File: config.mk
export PLATFORM = sky130hd
export DESIGN_NAME = id_exe_pipe
export DESIGN_NICKNAME = d
export VERILOG_FILES = /design/src/rtl/id_exe_pipe.sv
export SDC_FILE = /design/constraint.sdc
export NUM_CORES = 1
export LEC_CHECK = 0
export CORE_AREA = 2 2 131 133
export DETAILED_ROUTE_END_ITERATION = 8
export DIE_AREA = 0 0 133 135
export PLACE_DENSITY_LB_ADDON = 0.3
export RECOVER_POWER = 25
export SYNTH_ARGS = -nofsm -noshare
export SYNTH_HDL_FRONTEND = slang
export SYNTH_SLANG_ARGS = --single-unit
File: constraint.sdc
create_clock -name clk -period 3.8 [get_ports clk]
set_clock_uncertainty 0.15 [all_clocks]
set_input_delay 0.38 -clock clk [delete_from_list [all_inputs] [get_ports clk]]
set_output_delay 0.38 -clock clk [all_outputs]
set_load 0.02 [all_outputs]
File: src/rtl/id_exe_pipe.sv
// ID/EXE pipeline register with EXE/MEM operand forwarding and load-use hazard detection.
// A load in EXE feeding the ID instruction stalls PC and IF/ID for one cycle and bubbles EXE.
module id_exe_pipe (
  input  logic        clk,
  input  logic        rst,
  input  logic        dwreg,
  input  logic        dm2reg,
  input  logic        dwmem,
  input  logic        daluimm,
  input  logic        dshift,
  input  logic [2:0]  daluc,
  input  logic [4:0]  drs,
  input  logic [4:0]  drt,
  input  logic [4:0]  drn,
  input  logic        drs_used,
  input  logic        drt_used,
  input  logic [31:0] dqa,
  input  logic [31:0] dqb,
  input  logic [31:0] dimm,
  input  logic        dflush,
  input  logic [31:0] ealu_fb,
  input  logic        mwreg,
  input  logic        mm2reg,
  input  logic [4:0]  mrn,
  input  logic [31:0] malu,
  input  logic [31:0] mmo,
  output logic        ewreg,
  output logic        em2reg,
  output logic        ewmem,
  output logic        ealuimm,
  output logic        eshift,
  output logic [2:0]  ealuc,
  output logic [4:0]  ern,
  output logic [31:0] ea,
  output logic [31:0] eb,
  output logic [31:0] eimm,
  output logic        stall
);

  typedef struct packed {
    logic        wreg;
    logic        m2reg;
    logic        wmem;
    logic        aluimm;
    logic        shift;
    logic [2:0]  aluc;
    logic [4:0]  rn;
    logic [31:0] a;
    logic [31:0] b;
    logic [31:0] imm;
  } exe_t;

  exe_t exe_q, exe_d;
  logic [31:0] fwd_a, fwd_b;
  logic        hz, bubble;

  // EXE wins over MEM because it holds the younger write; a load in EXE has no data yet.
  function automatic logic [31:0] forward(input logic [4:0] rs, input logic [31:0] rf_val,
                                          input exe_t ex, input logic [31:0] alu_fb,
                                          input logic m_wreg, input logic m_m2reg,
                                          input logic [4:0] m_rn, input logic [31:0] m_alu,
                                          input logic [31:0] m_mo);
    if (ex.wreg && !ex.m2reg && ex.rn != 5'd0 && ex.rn == rs)
      return alu_fb;
    else if (m_wreg && m_rn != 5'd0 && m_rn == rs)
      return m_m2reg ? m_mo : m_alu;
    else
      return rf_val;
  endfunction

  always_comb begin
    fwd_a = forward(drs, dqa, exe_q, ealu_fb, mwreg, mm2reg, mrn, malu, mmo);
    fwd_b = forward(drt, dqb, exe_q, ealu_fb, mwreg, mm2reg, mrn, malu, mmo);
  end

  assign hz = exe_q.wreg & exe_q.m2reg & (exe_q.rn != 5'd0) &
              ((drs_used & (exe_q.rn == drs)) | (drt_used & (exe_q.rn == drt)));
  assign stall  = hz & ~dflush;
  assign bubble = hz | dflush;

  always_comb begin
    // NOTE: default first so every path assigns exe_d and no latch is inferred.
    exe_d = '0;
    if (!bubble) begin
      exe_d.wreg   = dwreg;
      exe_d.m2reg  = dm2reg;
      exe_d.wmem   = dwmem;
      exe_d.aluimm = daluimm;
      exe_d.shift  = dshift;
      exe_d.aluc   = daluc;
      exe_d.rn     = drn;
      exe_d.a      = fwd_a;
      exe_d.b      = fwd_b;
      exe_d.imm    = dimm;
    end
  end

  // NOTE: non-blocking assignment for registered state avoids simulation races between processes.
  always_ff @(posedge clk or posedge rst) begin
    if (rst) exe_q <= '0;
    else     exe_q <= exe_d;
  end

  assign ewreg   = exe_q.wreg;
  assign em2reg  = exe_q.m2reg;
  assign ewmem   = exe_q.wmem;
  assign ealuimm = exe_q.aluimm;
  assign eshift  = exe_q.shift;
  assign ealuc   = exe_q.aluc;
  assign ern     = exe_q.rn;
  assign ea      = exe_q.a;
  assign eb      = exe_q.b;
  assign eimm    = exe_q.imm;

endmodule

### Word level (Yosys, flattened, before mapping)

Cells that the tools add are included.

| storage, ports and cells | value |
|---|---|
| bits in registers | 109 |
| input port bits | 227 |
| output and inout port bits | 110 |
| word-level logic and storage cells | 39 |

| operators by class | value |
|---|---|
| equality and inequality tests | 4 |
| mux-type cells | 6 |
| bitwise operators | 9 |
| reduce and logical (&&, ||, !) cells | 10 |

Operators by type and width:

| kind | count |
|---|---|
| $mux W32 | 5 |
| $mux W109 | 1 |
| $eq A5 B5 Y1 | 4 |
| $reduce_bool A5 Y1 | 2 |
| $logic_and A1 B1 Y1 | 7 |
| $and A1 B1 Y1 | 6 |
| $or A1 B1 Y1 | 2 |
| $logic_not A1 Y1 | 1 |
| $not A1 Y1 | 1 |

### Depth between registers and ports, before layout

| depth | value |
|---|---|
| depth after elaboration | 6 |
| depth in mapped cells | 7 |
| mapped depth without buffers | 5 |

### Worst setup path before layout

No wires, ideal clock.

| path | value |
|---|---|
| kind | register -> output |
| from | reg exe_q (netlist bit ern[0]) |
| to | out stall |
| data arrival time | 2.041 ns |
| data required time | 3.270 ns |
| slack | 1.229 ns |
| stages on the path, launching flop included | 8 |
| cell sequence | dfrtp_1 xnor2_1 nand4_1 o22ai_1 and4_1 buf_2 buf_1 nor2b_1 |

| on the way | value |
|---|---|
| longest elaborated chain between the ends | 5 |

RTL lines:

| what | RTL line | RTL |
|---|---|---|
| from (decl) | 53 | `exe_t exe_q, exe_d;` |
| from (signal assigned) | 100 | `if (rst) exe_q <= '0;` |
| from (signal assigned) | 101 | `else exe_q <= exe_d;` |
| $eq A5 B5 Y1 | 77 | `((drs_used & (exe_q.rn == drs)) \| (drt_used & (exe_q.rn == drt)));` |
| $and A1 B1 Y1 | 77 |  |
| $or A1 B1 Y1 | 77 |  |
| $and A1 B1 Y1 (*) | 76 | `assign hz = exe_q.wreg & exe_q.m2reg & (exe_q.rn != 5'd0) &` |
| $and A1 B1 Y1 (*) | 78 | `assign stall = hz & ~dflush;` |
| to (decl) | 37 | `output logic stall` |

Mark *: on every way between the ends. The rest lies on a longest branch, timed or not.

### Worst setup path after layout

| path | value |
|---|---|
| from | in drt[0] |
| to | out stall |

| on the way | value |
|---|---|
| longest elaborated chain between the ends | 5 |

RTL lines:

| what | RTL line | RTL |
|---|---|---|
| from (decl) | 13 | `input logic [4:0] drt,` |
| $eq A5 B5 Y1 | 77 |  |
| $and A1 B1 Y1 | 77 |  |
| $or A1 B1 Y1 | 77 |  |
| $and A1 B1 Y1 | 76 |  |
| $and A1 B1 Y1 | 78 |  |

No other way between the ends.

==> metrics.md <==
| Metric | Value |
|---|---|
| Post-synth top flop | dfrtp_1 |
| Antenna Nets Post-Route | 0 |
| Maximum vdd ir drop | 0.1843 mV |
| Most frequent cells in the layout | 334 x clkdlybuf4s50_1, 109 x dfrtp_1, 65 x nor2_1, 64 x mux2i_1, 53 x a2111oi_1 |
| Total power | 2.923 mW |
| Longest Clk Path Bufs | 2 |
| Setup_tns | 0 ns |
| CTS clk-pin slew, worst paths | 0.07 ns |
| Worst-path maximum fanout | 2 |
| Ys async rst share | 100.0% |
| Share of the synthesized area in the top cell type | 50.03% |
| Starting Density | 33.23% |
| Root buf cell | clkbuf_16 |
| Initial antenna violation count | 0 |
| DR WL/cell | 18.95 um |
| Core box area | 0.01641 mm^2 |
| Synth Cell Area | 0.005451 mm^2 |
| Synth warnings | 0 |
| Final nets | 1002 |
| Yosys cell types | 27 |
| Post-Place Setup Slack | 0.7308 ns |
| Height of the chip | 135 um |
| Slew headroom | -61.27% |
| 1st-iter DRT viols | 181 |
| Violated checks | capacitance limit, slew limit |
| Cell row count | 47 |
| Highest Clock Rate | 334.9 MHz |
| Required time of the critical path | 3.27 ns |
| Final Hold Vio Count | 0 |
| Clock sinks | 109 |
| Max-cap violations | 1 |
| Period utilization | 78.58% |
| CTS Buf Count | 9 |
| Post-synth top area cell | dfrtp_1 |
| Chip width | 133 um |
| Aggregate global routing overflow | 0 |
| WS Path Type | in -> out |
| Crit path arrival time | 2.46 ns |
| Tmin final | 2.986 ns |
| RSZ-0062 raised after global routing | false |
| Least-Margin Pin Slew | 2.419 ns |
| TritonCTS clock tree | built |
| IO buf count | 336 |
| Max-slew violations | 63 |
| DP HPWL | 14140 um |
| Post-CTS Hold Buffers | 0 |
| Mapped Nets | 686 |
| Largest net degree at the start of global routing | 66 |
| Routability Congestion | 0.8543 |
| Status | finished, violations left |
| Post-synthesis cell count | 459 |
| Vias per Instance | 4.870 |
| Post-Syn Area per Cell | 11.88 um^2 |
| Pwr dens | 314.8 mW/mm^2 |
| Hold WC Path Type | in -> reg |
| Vias | 4870 |
| Leak | 3.551 nW |
| Post-synthesis register bit count | 109 |
| H-Tree Level Count | 3 |
| Finish-stage setup viols | 0 |
| Drt first pass iters | 4 |
| # Post-CTS Setup Buffers | 0 |
| Critical Path Sink Type | output port |
| Synth-to-Final Area Change | 70.32% |
| ANT cells | 0 |
| Number of global-route vias before repair | 5115 |
| Final Util | 56.59% |
| Final WS setup | 0.8140 ns |
| DIE AREA | 0.01796 mm^2 |
| Post-synth EDFFs | 0 |
| Fraction of layout cells with a size suffix above 1 | 8.974% |
| Cts repair resizes | 0 |
| Clk Latency, worst-skew pair | 0.35 ns |
| Remaining DRCs | 0 |
| Ranking of synthesized cells by area | dfrtp_1 50%, mux2i_1 12%, a2111oi_1 9.7%, mux2_2 6.6%, and2_1 5.2% |
| Global-route wire length before repair | 28620 um |
| Final wirelength | 18950 um |
| Crit start category | input port |
| Commonest non-fill, non-tap cell in the layout | clkdlybuf4s50_1 |
| IO Count | 337 |
| Seq/Total Area, Yosys | 50.03% |
| Aggregate global-route resource usage | 20.85% |
power by group:
part | switching [mW] | internal (mW) | leakage, nW
sequential | 0.0241 | 1.22 | 1.40
combinational | 0.285 | 0.409 | 2.00
clock | 0.460 | 0.522 | 0.145
total | 0.769 | 2.15 | 3.55
final timing paths:
path / depth (start not counted) / slack [ns] / end / start
max: 7 / 0.81 / stall / drt[0]
min in group asynchronous: 2 / 1.16 / eimm[13] / rst
max reg2reg: 6 / 1.39 / eb[0] / ern[4]
min: 2 / 0.42 / eimm[10] / dimm[10]
min reg2reg: 3 / 0.83 / eimm[30] / ewreg
max in group asynchronous: 2 / 0.94 / eb[26] / rst
final cells by class:
| class | count | area (um^2) |
|---|---|---|
| Clock buffer | 9 | 225.2 |
| Multi-Input combinational cell | 309 | 2532 |
| Timing Repair Buffer | 345 | 3438 |
| Tap cell | 220 | 275.3 |
| Clock inverter | 7 | 82.58 |
| Inverter | 1 | 3.754 |
| Fill cell | 1356 | 7122 |
| Sequential cell | 109 | 2728 |
state kept, by name, indices dropped and copies added (netlist names):
signal and cells:
ea 32, ealuc 3, ealuimm 1, eb 32, eimm 32, em2reg 1
ern 5, eshift 1, ewmem 1, ewreg 1
cell families (layout without fill, tap and decap cells):
group	count (synthesis)	after routing	synth area share (%)
xor+xnor	20	20	3.213
mux	96	96	18.36
flops	109	109	50.03
buf+inv	41	362	3.672
compound gates	67	67	12.74
simple gates	126	126	11.98
worst max-delay path, stage by stage:
cell	delay, ns
clkdlybuf4s50_1	0.53
xnor2_1	0.13
nand4_1	0.14
o22ai_1	0.25
and4_2	0.27
nor2b_1	0.14
clkdlybuf4s50_1	0.61
metal layers:
layer,share of wire (%),track usage [%],up-vias
met5,0,0,-
li1,-,-,2304
met4,1.6,5.078,0
met2,50,36.87,235
met1,38,23.69,2312
met3,10,8.221,19
synth_stat cells (all sizes together), types with 2 or more instances:
library cell	n
xor2	4
nor4	2
a2111oi	64
dfrtp	109
nor2	65
mux2i	64
nand4	2
xnor2	16
and2	45
buf	8
mux2	32
clkbuf	32
nand3	2
nand4b	2
nand2	3
nor2b	2
stage by stage:
| step | cell area [um^2] | hold WS (ns) | cells |
|---|---|---|---|
| 6_report | 9285 | 0.4233 | 1000 |
| 5_1_grt | 9285 | 0.4148 | 1000 |
| 4_1_cts | 9288 | 0.4104 | 1000 |
| 3_5_place_dp | 8980 | 0.7924 | 984 |
| 3_3_place_gp | 8980 | 0.7810 | 984 |
| 2_1_floorplan | 5451 | 0.3586 | 459 |
Note: power is estimated with default switching activity, not from simulation.
